==> config.mk <==
export PLATFORM = sky130hd
export DESIGN_NAME = wb_arbiter
export DESIGN_NICKNAME = d
export VERILOG_FILES = /design/src/rtl/wb_arbiter.sv
export SDC_FILE = /design/constraint.sdc
export NUM_CORES = 1
export LEC_CHECK = 0
export ABC_AREA = 1
export ABC_CLOCK_PERIOD_IN_PS = 7200
export BUFFER_PORTS_ARGS = -buffer_cell sky130_fd_sc_hd__clkbuf_2
export CELL_PAD_IN_SITES_DETAIL_PLACEMENT = 1
export CELL_PAD_IN_SITES_GLOBAL_PLACEMENT = 2
export CORE_ASPECT_RATIO = 0.7
export CORE_MARGIN = 8
export CORE_UTILIZATION = 34
export CTS_CLUSTER_DIAMETER = 50
export DETAILED_ROUTE_END_ITERATION = 12
export HOLD_SLACK_MARGIN = 0.12
export PLACE_DENSITY = 0.75
export RECOVER_POWER = 100
export SLEW_MARGIN = 20
export SYNTH_ARGS = -nofsm -noshare
export SYNTH_HDL_FRONTEND = slang
export SYNTH_SLANG_ARGS = --single-unit
==> constraint.sdc <==
create_clock -name clk -period 7.2 [get_ports clk]
set_input_delay 1.08 -clock clk [delete_from_list [all_inputs] [get_ports clk]]
set_output_delay 1.08 -clock clk [all_outputs]
set_load 0.05 [all_outputs]
==> src/rtl/wb_arbiter.sv <==
// rtl/wb_arbiter.sv - round-robin writeback arbiter with 2-entry per-source FIFOs; WB_STALL_CNT_EN adds per-source stall counters
package reg_pkg;
  localparam int WORD_SIZE     = 32;
  localparam int NUM_PHYS_REGS = 64;
  localparam int IDXW          = $clog2(NUM_PHYS_REGS);

  typedef struct packed {
    logic                 en;
    logic [IDXW-1:0]      index_in;
    logic [WORD_SIZE-1:0] data_in;
  } RegFileWritePort;
endpackage

module wb_arbiter #(
  parameter int WORD_SIZE     = reg_pkg::WORD_SIZE,
  parameter int NUM_PHYS_REGS = reg_pkg::NUM_PHYS_REGS,
  parameter int NUM_SRC       = 4,
  parameter int NUM_WB_PORTS  = 2,
  localparam int IDXW         = $clog2(NUM_PHYS_REGS),
  localparam int PTRW         = (NUM_SRC > 1) ? $clog2(NUM_SRC) : 1
) (
  input  logic                                       clk,
  input  logic                                       rst,
  input  logic [NUM_SRC-1:0]                         src_valid,
  output logic [NUM_SRC-1:0]                         src_ready,
  input  logic [NUM_SRC-1:0][IDXW-1:0]               src_index,
  input  logic [NUM_SRC-1:0][WORD_SIZE-1:0]          src_data,
  output reg_pkg::RegFileWritePort [NUM_WB_PORTS-1:0] write_ports
`ifdef WB_STALL_CNT_EN
  ,
  output logic [NUM_SRC-1:0][31:0]                   wb_stall_cnt
`endif
);

  logic [NUM_SRC-1:0][1:0]           cnt;
  logic [NUM_SRC-1:0]                rd_ptr;
  logic [IDXW-1:0]                   mem_idx  [NUM_SRC][2];
  logic [WORD_SIZE-1:0]              mem_data [NUM_SRC][2];
  logic [NUM_SRC-1:0][IDXW-1:0]      head_idx;
  logic [NUM_SRC-1:0][WORD_SIZE-1:0] head_data;
  logic [NUM_SRC-1:0]                push;
  logic [NUM_SRC-1:0]                gnt;
  logic [PTRW-1:0]                   rr_ptr;
  logic [PTRW-1:0]                   last_src;
  reg_pkg::RegFileWritePort [NUM_WB_PORTS-1:0] nxt_ports;
  int                                n_gnt;
  logic                              conflict;

  // Ready comes from the registered count only, so a full FIFO being popped still refuses.
  always_comb begin
    for (int s = 0; s < NUM_SRC; s++) begin
      src_ready[s] = rst && (cnt[s] != 2'd2);
      head_idx[s]  = mem_idx[s][rd_ptr[s]];
      head_data[s] = mem_data[s][rd_ptr[s]];
    end
    push = src_valid & src_ready;
  end

  // Pass 0 covers rr_ptr..NUM_SRC-1, pass 1 wraps to 0..rr_ptr-1.
  always_comb begin
    gnt       = '0;
    nxt_ports = '0;
    n_gnt     = 0;
    conflict  = 1'b0;
    last_src  = rr_ptr;
    for (int p = 0; p < 2; p++) begin
      for (int s = 0; s < NUM_SRC; s++) begin
        if ((p == 0) == (s >= int'(rr_ptr))) begin
          conflict = 1'b0;
          for (int k = 0; k < NUM_WB_PORTS; k++)
            if (k < n_gnt && nxt_ports[k].index_in == head_idx[s]) conflict = 1'b1;
          if (cnt[s] != 2'd0 && n_gnt < NUM_WB_PORTS && !conflict) begin
            for (int k = 0; k < NUM_WB_PORTS; k++)
              if (k == n_gnt) nxt_ports[k] = {1'b1, head_idx[s], head_data[s]};
            gnt[s]   = 1'b1;
            last_src = PTRW'(s);
            n_gnt    = n_gnt + 1;
          end
        end
      end
    end
  end

  always_ff @(posedge clk or negedge rst) begin
    if (!rst) begin
      cnt         <= '0;
      rd_ptr      <= '0;
      rr_ptr      <= '0;
      write_ports <= '0;
    end else begin
      for (int s = 0; s < NUM_SRC; s++) begin
        case ({push[s], gnt[s]})
          2'b10:   cnt[s] <= cnt[s] + 2'd1;
          2'b01:   cnt[s] <= cnt[s] - 2'd1;
          default: cnt[s] <= cnt[s];
        endcase
        if (gnt[s]) rd_ptr[s] <= ~rd_ptr[s];
      end
      write_ports <= nxt_ports;
      if (|gnt) rr_ptr <= (last_src == PTRW'(NUM_SRC - 1)) ? '0 : last_src + 1'b1;
    end
  end

  // Tail slot is head + count; a push only happens with count < 2.
  always_ff @(posedge clk) begin
    for (int s = 0; s < NUM_SRC; s++) begin
      if (push[s]) begin
        mem_idx[s][rd_ptr[s] ^ cnt[s][0]]  <= src_index[s];
        mem_data[s][rd_ptr[s] ^ cnt[s][0]] <= src_data[s];
      end
    end
  end

`ifdef WB_STALL_CNT_EN
  always_ff @(posedge clk or negedge rst) begin
    if (!rst) begin
      wb_stall_cnt <= '0;
    end else begin
      for (int s = 0; s < NUM_SRC; s++)
        if (src_valid[s] && !src_ready[s] && wb_stall_cnt[s] != 32'hFFFF_FFFF)
          wb_stall_cnt[s] <= wb_stall_cnt[s] + 32'd1;
    end
  end
`endif

endmodule

=== Yosys cells after proc, flatten, opt, wreduce, memory -nomap -nowiden ===
Memories as Yosys holds them, arrays and structs flattened.
Cells that the tools add are included.

* $add $sub $neg: 14
* Order comparisons: 33
* Equality and inequality tests: 30
* Mux-type cells: 136
* Bitwise operators: 17
* Reduce and logical (&&, ||, !) cells: 54

{| class="wikitable"
|+ Operators with widths
! operator !! count
|-
| two-way mux 78 bit || 11
|-
| two-way mux 32 bit || 25
|-
| two-way mux 39 bit || 14
|-
| two-way mux 64 bit || 4
|-
| == test 2 x 32 -> 1 bit, first input constant || 6
|-
| logical NOT 32 bit || 6
|-
| < comparator 1 x 32 -> 1 bit, first input constant || 6
|-
| < comparator 2 x 32 -> 1 bit, first input constant || 6
|-
| < comparator 32 x 3 -> 1 bit, second input constant || 6
|-
| adder 32 x 2 -> 32 bit, second input constant || 5
|-
| demux 32 bit (select 1 bit) || 4
|-
| two-way mux 6 bit || 16
|-
| == test 6 bit || 11
|-
| two-way mux 12 bit || 4
|-
| two-way mux 1 bit || 36
|-
| logical AND 1 bit || 32
|-
| two-way mux 2 bit || 14
|-
| demux 6 bit (select 1 bit) || 4
|-
| greater-or-equal comparator 2 bit, second input constant || 8
|-
| inverter 1 -> 2 bit || 8
|-
| one-hot mux 2 bit (2 select lines) || 4
|-
| nonzero test 2 bit || 8
|-
| adder 2 x 1 -> 2 bit, second input constant || 5
|-
| == test 2 bit, second input constant || 5
|-
| other kinds (12) || 36
|}

* Flip-flop bits (word level): 92
* RAM bits: 304
* Output and inout port bits: 82
* Memories: 2

{| class="wikitable"
|+ Memory list
! name !! depth !! bits a word !! rd ports !! clocked after memory_dff !! wr ports !! RTL line !! source
|-
| mem_data || 4 || 64 || 4 || 0 || 4 || 38 || <nowiki>logic [WORD_SIZE-1:0] mem_data [NUM_SRC][2];</nowiki>
|-
| mem_idx || 4 || 12 || 4 || 0 || 4 || 37 || <nowiki>logic [IDXW-1:0] mem_idx [NUM_SRC][2];</nowiki>
|}

=== Longest topological paths before layout ===
Gate-level depths: netlist of the first run.

* Word-level depth: 60
* Mapped depth: 59

=== Least setup slack after synthesis of the first run ===
Ideal clock, no wire load.

* Path kind: register to register
* From: register rr_ptr[1]
* To: register cnt[5] (netlist bit)
* Setup time: 0.124 ns
* Data arrival time: 7.137 ns
* Setup slack: -0.061 ns
* Cell stages (with the launch flop): 57
* Path buffers: 3
* Period minus slack after synthesis: 7.261 ns
* Path through: dfrtp_1 buf_2 nor2_1 nand2_2 inv_2 nand2_1 xor2_1 or4_1 nor3_1 nand2_1 nand2_1 clkbuf_1 buf_1 ha_1 nand2_1 ha_1 inv_1 nand2_1 [... 21 more ...] ha_1 nand3_1 nand2_1 inv_1 nand2_2 nand3_4 nand2_1 nand2_1 nand2_1 nand2_1 nor2_1 nand3_1 o21bai_2 nand2_1 ha_1 a21oi_1 o21ai_0 xnor2_1

* Word-level cells in the longest chain between the ends: 56

{| class="wikitable"
|+ RTL lines
! item !! RTL line !! source
|-
| start, declared || 43 || <nowiki>logic [PTRW-1:0] rr_ptr;</nowiki>
|-
| start signal, assigned || 100 || <nowiki>if (|gnt) rr_ptr <= (last_src == PTRW'(NUM_SRC - 1)) ? '0 : last_src + 1'b1;</nowiki>
|-
| greater-or-equal comparator 1 x 2 -> 1 bit || 68 || <nowiki>if ((p == 0) == (s >= int'(rr_ptr))) begin</nowiki>
|-
| two-way mux 1 bit / two-way mux 39 bit (equally long branches) || 68 ||
|-
| < comparator 1 x 32 -> 1 bit / == test 6 bit (equally long branches) || 71 || <nowiki>if (k < n_gnt && nxt_ports[k].index_in == head_idx[s]) conflict = 1'b1;</nowiki>
|-
| logical AND 1 bit || 71 ||
|-
| two-way mux 1 bit (2 in a row) || 71 ||
|-
| two-way mux 1 bit || 68 ||
|-
| logical NOT 1 bit || 72 || <nowiki>if (cnt[s] != 2'd0 && n_gnt < NUM_WB_PORTS && !conflict) begin</nowiki>
|-
| logical AND 1 bit || 72 ||
|-
| [... 40 more ...] || n/a ||
|-
| two-way mux 1 bit || 68 ||
|-
| logical NOT 1 bit || 72 ||
|-
| logical AND 1 bit || 72 ||
|-
| two-way mux 1 bit || 72 ||
|-
| two-way mux 1 bit (*) || 68 ||
|-
| named net gnt[2] || 42 || <nowiki>logic [NUM_SRC-1:0] gnt;</nowiki>
|-
| == test 2 x 1 -> 1 bit / == test 2 bit (equally long branches) || 92 || <nowiki>case ({push[s], gnt[s]})</nowiki>
|-
| one-hot mux 2 bit (2 select lines) / nonzero test 2 bit (equally long branches) || n/a ||
|-
| end signal, assigned by index || 93 || <nowiki>2'b10: cnt[s] <= cnt[s] + 2'd1;</nowiki>
|-
| end signal, assigned by index || 94 || <nowiki>2'b01: cnt[s] <= cnt[s] - 2'd1;</nowiki>
|-
| end signal, assigned by index || 95 || <nowiki>default: cnt[s] <= cnt[s];</nowiki>
|-
| end, declared || 35 || <nowiki>logic [NUM_SRC-1:0][1:0] cnt;</nowiki>
|}

Mark *: on every way through the listed nets, which the timed path passes. The rest lies on a longest branch. The select of a mux whose other input is x is not followed.
A chain may end at the register's enable or synchronous reset.

=== Worst setup path after layout of the first run ===
* From: register rd_ptr[0]
* To: register cnt[5] (netlist bit)

* Word-level cells in the longest chain between the ends: 60

{| class="wikitable"
|+ RTL lines
! item !! RTL line !! source
|-
| start, declared || 36 || <nowiki>logic [NUM_SRC-1:0] rd_ptr;</nowiki>
|-
| start signal, assigned by index || 97 || <nowiki>if (gnt[s]) rd_ptr[s] <= ~rd_ptr[s];</nowiki>
|-
| inverter 1 -> 2 bit (not written as such) (*) || 53 || <nowiki>head_idx[s] = mem_idx[s][rd_ptr[s]];</nowiki>
|-
| two-way mux 6 bit (not written as such) (*) (3 in a row) || 53 ||
|-
| two-way mux 39 bit || 72 ||
|-
| two-way mux 39 bit || 68 ||
|-
| == test 6 bit || 71 ||
|-
| logical AND 1 bit || 71 ||
|-
| two-way mux 1 bit (2 in a row) || 71 ||
|-
| two-way mux 1 bit || 68 ||
|-
| [... 42 more ...] || n/a ||
|-
| two-way mux 1 bit || 68 ||
|-
| logical NOT 1 bit || 72 ||
|-
| logical AND 1 bit || 72 ||
|-
| two-way mux 1 bit || 72 ||
|-
| two-way mux 1 bit (*) || 68 ||
|-
| named net gnt[2] || 42 ||
|-
| == test 2 x 1 -> 1 bit / == test 2 bit (equally long branches) || 92 ||
|-
| one-hot mux 2 bit (2 select lines) / nonzero test 2 bit (equally long branches) || n/a ||
|}

Marked as above.

==> results.toml, run 1 <==
[floorplan]
floorplan.initialDensity = 0.344
dieWidth_um = 302
fp.dieH_um = 217
io_pins = 240
coreArea_mm2 = 0.0568
fp-row-count = 73
die_area_mm2 = 0.0655

[drt]
routedWlPerCell_um = 25.2
drt_first_pass_iters = 5
drt-total-wl_um = 76100
postRouteAntennaNets = 0
first_iter_violations = 1503
drc_errors = 0
dr_vias = 16179
detail_route.vias_per_cell = 5.36

[grt]
grt.total_usage = 0.225
vias_in_the_first_global_route = 16186
grt_first_pass_wirelength_um = 110000
grt_start_max_net_pins = 73
overflow = 0
antenna_violations_before_repair = 2

[placed_design]
placed_cells = 2908
detailed_place.area_mm2 = 0.0219
gp_congestion = 0.865
post-dp-hpwl_um = 55200
place.port_buffers = 239

[clock_network]
cts_root_buf = "sky130_fd_sc_hd__clkbuf_16"
cts_num_sinks = 396
h_tree_level_count = 2
holdBufCountCts = 0
tritoncts = "yes"
numCtsBuffers = 46
clock_tree.buffer_depth = 3
clock_insertion_delay_worst_skew_ns = 0.59
clk_transition_reported_paths_ns = 0.06

[sta]
hold_viol = 0
relSlewSlack = -1.66
layout_min_cycle_time_ns = 6.69
number_of_setup_violations_in_the_final_report = 0
unrepaired_setup_endpoints_after_global_routing = "true"
layout_worst_path_cycle_share = 0.930
clock.fmax_mhz = 149
tightest_slew_ns = 4.00
final.setup_skew_ns = 0.0226
final_max_slew_viol_count = 289
setup_total_negative_slack_ns = 0

[status]
violations = "max-capacitance violations, max-slew violations"
outcome = "complete, but fails checks"

[synthesis]
synth-edff-count = 304
post_synth_num_cell_types = 49
synthesis.area_per_instance_um2 = 9.96
synthesis.area_mm2 = 0.0195
cell_count_after_synthesis = 1960
synth.net_count = 2132
synth-warning-count = 0
ys_ff_latch = 396
synth_sequential_area_ratio = 0.585
synth_flop_cell = "sky130_fd_sc_hd__edfxtp_1"
synth_async_sr_flop_share = 0.232

[setup_path]
cp_common_cell = "sky130_fd_sc_hd__nand2_1"
worstSetupEndpointType = "register"
crit-reg2reg-launch = "rd_ptr[0]"
cp_launch_type = "register"
crit_path_kind = "reg -> reg"
crit_path_max_incr_delay_ns = 0.50
critical-path-slowest-cell = "sky130_fd_sc_hd__or4_1"
worst_r2r_path_depth = 50
worst-r2r-setup-slack_ns = 0.51
critical_path_peak_fanout = 7
required_ns = 7.67
worstReg2RegEnd = "cnt[5]"
cp_data_arrival_time_ns = 7.16

[final_layout]
layoutNonFillerInstCount = 3016
final_core_util = 0.415
finalInstanceArea_mm2 = 0.0236
flow.area_growth_from_synthesis_pct = 20.6
drive_above_1_share = 0.163
fillerInstances = 6487
final_common_cell = "sky130_fd_sc_hd__nand2_1"
mostFrequentLayoutCells = "sky130_fd_sc_hd__nand2_1, sky130_fd_sc_hd__edfxtp_1, sky130_fd_sc_hd__clkbuf_1, sky130_fd_sc_hd__o21ai_0, sky130_fd_sc_hd__o211ai_1"
design.final.nets = 2399

[flow_run]
cap_violations = 7

[worst_hold_path]
hold_path.class = "in -> async"
## per-layer routing
metal / vias to the layer above / part of all wire / track usage
met5: - / 0.00035 / 0
met4: 4 / 0.012 / 0.0357
met3: 64 / 0.082 / 0.0551
met2: 596 / 0.39 / 0.300
met1: 8055 / 0.51 / 0.363
li1: 7460 / - / -
## critical path: cells and delay by family (launching register included)
family | cells | cell delay, ns
flip-flops | 1 | 0.40
adder cells (fa/ha/maj) | 6 | 1.33
XOR/XNOR | 2 | 0.28
AND/OR/NAND/NOR | 30 | 3.33
AO/OA/AOI/OAI | 5 | 0.62
buffers and inverters | 7 | 0.63
## registers in the layout, summed over array words and instances, names as in the netlist
signal	flops
mem_data	256
write_ports	78
mem_idx	48
cnt	8
rd_ptr	4
rr_ptr	2
## final cells by class
type / instances / area, µm² / area share
Antenna cell: 1 / 2.50 / 0.000106
Clock buffer: 50 / 1210 / 0.0513
Clock inverter: 36 / 330 / 0.0140
Inverter: 132 / 507 / 0.0215
Multi-Input combinational cell: 1315 / 7420 / 0.315
Sequential cell: 396 / 11400 / 0.485
Tap cell: 750 / 938 / 0.0398
Timing Repair Buffer: 336 / 1720 / 0.0729
## cell usage after synthesis (3+ instances only)
cell,count,share of area
sky130_fd_sc_hd__nand2_1,514,0.099
sky130_fd_sc_hd__edfxtp_1,304,0.47
sky130_fd_sc_hd__o21ai_0,156,0.040
sky130_fd_sc_hd__o211ai_1,134,0.052
sky130_fd_sc_hd__dfrtp_1,92,0.12
sky130_fd_sc_hd__inv_1,91,0.017
sky130_fd_sc_hd__nand3_1,84,0.022
sky130_fd_sc_hd__clkbuf_1,81,0.016
sky130_fd_sc_hd__o21ai_1,70,0.018
sky130_fd_sc_hd__mux2i_1,67,0.034
sky130_fd_sc_hd__a21oi_1,55,0.014
sky130_fd_sc_hd__nor2_1,44,0.0085
sky130_fd_sc_hd__inv_2,39,0.0075
sky130_fd_sc_hd__or2_2,38,0.012
sky130_fd_sc_hd__nand4_1,36,0.012
sky130_fd_sc_hd__buf_2,18,0.0046
sky130_fd_sc_hd__xor2_1,16,0.0072
sky130_fd_sc_hd__ha_1,14,0.0090
sky130_fd_sc_hd__buf_1,13,0.0025
sky130_fd_sc_hd__o2111ai_1,12,0.0054
sky130_fd_sc_hd__xnor2_1,10,0.0045
sky130_fd_sc_hd__nand2_2,9,0.0029
sky130_fd_sc_hd__nor3_1,9,0.0023
sky130_fd_sc_hd__o31ai_1,9,0.0035
sky130_fd_sc_hd__buf_6,5,0.0029
sky130_fd_sc_hd__o311ai_0,4,0.0018
sky130_fd_sc_hd__buf_4,3,0.0012
sky130_fd_sc_hd__mux2_2,3,0.0017
sky130_fd_sc_hd__o21ai_2,3,0.0013
## kinds of logic after synthesis
logic type	synth area share
fa+ha+maj	0.00897
xor+xnor	0.0117
compound gates	0.139
flops	0.585
simple gates	0.167
buf+inv	0.0521
mux	0.0361
## per-stage QoR
step	setup slack (ns)	hold slack, ns
4_1_cts	0.00808	0.444
3_5_place_dp	-0.258	0.498
6_report	0.506	0.444
3_3_place_gp	0.0655	0.495
2_1_floorplan	0.0596	0.469
5_1_grt	-0.0808	0.467
## worst max-delay path by stage
| stage | startpoint | end | slack (ns) | cells after the start |
|---|---|---|---|---|
| after floorplan | rr_ptr[1] | cnt[5] | 0.06 | 56 |
| after detailed placement | rr_ptr[0] | cnt[5] | -0.26 | 56 |
| after CTS | rr_ptr[0] | cnt[5] | 0.008 | 49 |
| after global routing | rd_ptr[0] | cnt[5] | -0.08 | 56 |
| after global placement | rr_ptr[0] | cnt[5] | 0.07 | 52 |
| final | rd_ptr[0] | cnt[5] | 0.51 | 50 |
## timing repair
| item | CTS | global route |
|---|---|---|
| gates resized for setup | 23 | 58 |
| endpoints found under the hold margin | 0 | 0 |
| pin swaps | 2 | 2 |
| setup buffers | 7 | 9 |
| cloned | 0 | 5 |
| setup endpoints to repair | 16 | 83 |
Power of run 1 is not shown: default switching activity piles up to over one toggle a cycle in this logic, so the estimate is an artifact.
==> run 2, diff against run 1 <==
==> config.mk (replaced) <==
export PLATFORM = sky130hd
export DESIGN_NAME = wb_arbiter
export DESIGN_NICKNAME = d
export VERILOG_FILES = /design/src/rtl/wb_arbiter.sv
export SDC_FILE = /design/constraint.sdc
export NUM_CORES = 1
export LEC_CHECK = 0
export ABC_AREA = 1
export ABC_CLOCK_PERIOD_IN_PS = 7130
export CELL_PAD_IN_SITES_DETAIL_PLACEMENT = 1
export CELL_PAD_IN_SITES_GLOBAL_PLACEMENT = 2
export CORE_ASPECT_RATIO = 0.7
export CORE_MARGIN = 2
export CORE_UTILIZATION = 41
export CTS_CLUSTER_DIAMETER = 50
export DETAILED_ROUTE_END_ITERATION = 12
export DONT_BUFFER_PORTS = 1
export HOLD_SLACK_MARGIN = 0.12
export PLACE_DENSITY = 0.78
export RECOVER_POWER = 100
export SLEW_MARGIN = 20
export SYNTH_ARGS = -nofsm -noshare
export SYNTH_HDL_FRONTEND = slang
export SYNTH_SLANG_ARGS = --single-unit
==> constraint.sdc (replaced) <==
create_clock -name clk -period 7.13 [get_ports clk]
set_input_delay 1.0695 -clock clk [delete_from_list [all_inputs] [get_ports clk]]
set_output_delay 1.0695 -clock clk [all_outputs]
set_load 0.05 [all_outputs]
==> results.toml, run 2 (synthesis gave the netlist of run 1 again) <==
[status]
outcome = "complete, but fails checks"
violations = "max-capacitance violations, max-slew violations"

[sta]
final.setup_skew_ns = 0.0253
layout_worst_path_cycle_share = 0.971
relSlewSlack = -1.05
final_max_slew_viol_count = 154
number_of_setup_violations_in_the_final_report = 0
hold_viol = 0
clock.fmax_mhz = 144
tightest_slew_ns = 3.08
layout_min_cycle_time_ns = 6.92

[floorplan]
coreArea_mm2 = 0.0467
io_pins = 240
die_area_mm2 = 0.0494
floorplan.initialDensity = 0.418
dieWidth_um = 265
fp.dieH_um = 187
fp-row-count = 66

[clock_network]
tritoncts = "yes"
holdBufCountCts = 0
clk_transition_reported_paths_ns = 0.06
cts_num_sinks = 396
numCtsBuffers = 44
cts_root_buf = "sky130_fd_sc_hd__clkbuf_16"
h_tree_level_count = 2
clock_tree.buffer_depth = 3
clock_insertion_delay_worst_skew_ns = 0.60

[grt]
grt.total_usage = 0.288
grt_start_max_net_pins = 94
grt_first_pass_wirelength_um = 105000
overflow = 0
antenna_violations_before_repair = 4
vias_in_the_first_global_route = 15367

[final_layout]
design.final.nets = 2190
drive_above_1_share = 0.176
flip_flop_count_of_the_largest_register_after_layout = 256
flow.area_growth_from_synthesis_pct = 15.8
finalInstanceArea_mm2 = 0.0226
mostFrequentLayoutCells = "sky130_fd_sc_hd__nand2_1, sky130_fd_sc_hd__edfxtp_1, sky130_fd_sc_hd__o21ai_0, sky130_fd_sc_hd__o211ai_1, sky130_fd_sc_hd__buf_4"
final_common_cell = "sky130_fd_sc_hd__nand2_1"

[placed_design]
gp_congestion = 0.877
detailed_place.area_mm2 = 0.0206
post-dp-hpwl_um = 52200
place.port_buffers = 0

[drt]
dr_vias = 15617
met3RoutedLength_um = 9010
postRouteAntennaNets = 0
routedLengthMet1_um = 34500
detail_route.vias_per_cell = 5.85
drc_errors = 0
routed-wl-met2_um = 28300
top_layer_used = "met5"
routedWlPerCell_um = 27.4
first_iter_violations = 1724
drt_first_pass_iters = 5
drt-total-wl_um = 73100

[setup_path]
critical-path-slowest-cell = "sky130_fd_sc_hd__or4_4"
worst_r2r_path_depth = 47
crit_path_kind = "reg -> reg"
critical_path.endpoint = "cnt[5]"
cp_common_cell = "sky130_fd_sc_hd__nand2_2"
cp_launch_type = "register"
crit-reg2reg-launch = "rd_ptr[1]"
cp_data_arrival_time_ns = 7.38
critical_path_peak_fanout = 5
worstReg2RegEnd = "cnt[5]"
worstSetupEndpointType = "register"
worst-r2r-setup-slack_ns = 0.21
crit_path_max_incr_delay_ns = 0.49
startpoint = "rd_ptr[1]"
required_ns = 7.59

[flow_run]
cap_violations = 6

[worst_hold_path]
hold_path.class = "in -> async"
run 2: routing by layer:
| metal | track usage | vias to the layer above |
|---|---|---|
| met3 | 0.117 | 76 |
| li1 | - | 7041 |
| met2 | 0.369 | 681 |
| met5 | 0 | - |
| met4 | 0.0567 | 2 |
| met1 | 0.449 | 7817 |
run 2: metrics by stage:
stage | utilization | instances | worst slack [ns] | hold slack (ns) | setup TNS (ns)
2_1_floorplan | - | 1960 | 0.0960 | 0.469 | 0
3_3_place_gp | 0.439 | 2537 | 0.0377 | 0.493 | 0
3_5_place_dp | 0.440 | 2540 | -0.264 | 0.496 | -1.01
4_1_cts | 0.473 | 2622 | 0.00630 | 0.138 | 0
5_1_grt | 0.484 | 2662 | -0.164 | 0.145 | -3.16
6_report | 0.484 | 2669 | 0.208 | 0.183 | 0
run 2: how the worst min path moves through the flow:
stage,endpoint,slack (ns),cells after the start
2_1_floorplan,cnt[5],0.47,1
5_1_grt,write_ports[19],0.15,0
3_5_place_dp,cnt[5],0.50,1
6_report,write_ports[24],0.18,0
3_3_place_gp,cnt[5],0.49,1
4_1_cts,write_ports[27],0.14,0
run 2: cell type report:
cell class / instances / area, µm²
Tap cell: 612 / 766
Inverter: 132 / 512
Clock inverter: 21 / 277
Antenna cell: 7 / 17.5
Fill cell: 5088 / 24100
Multi-Input combinational cell: 1316 / 7440
Clock buffer: 57 / 1180
Sequential cell: 396 / 11400
Timing Repair Buffer: 128 / 1000
run 2: repair_timing:
| action | CTS | global route |
|---|---|---|
| hold endpoints to repair | 0 | 0 |
| resized for setup | 9 | 86 |
| cloned | 1 | 3 |
| setup endpoints to repair | 44 | 86 |
| pin swaps | 3 | 27 |
| setup buffers | 3 | 35 |
run 2: critical path, delay by kind of cell, from the launching register on:
| family | cells | cell delay, ns |
|---|---|---|
| adder cells (fa/ha/maj) | 4 | 0.76 |
| XOR/XNOR | 3 | 0.45 |
| buffers and inverters | 10 | 1.20 |
| AND/OR/NAND/NOR | 25 | 3.05 |
| flip-flops | 1 | 0.43 |
| AO/OA/AOI/OAI | 5 | 0.87 |
Power of run 2 is left out for the same reason.
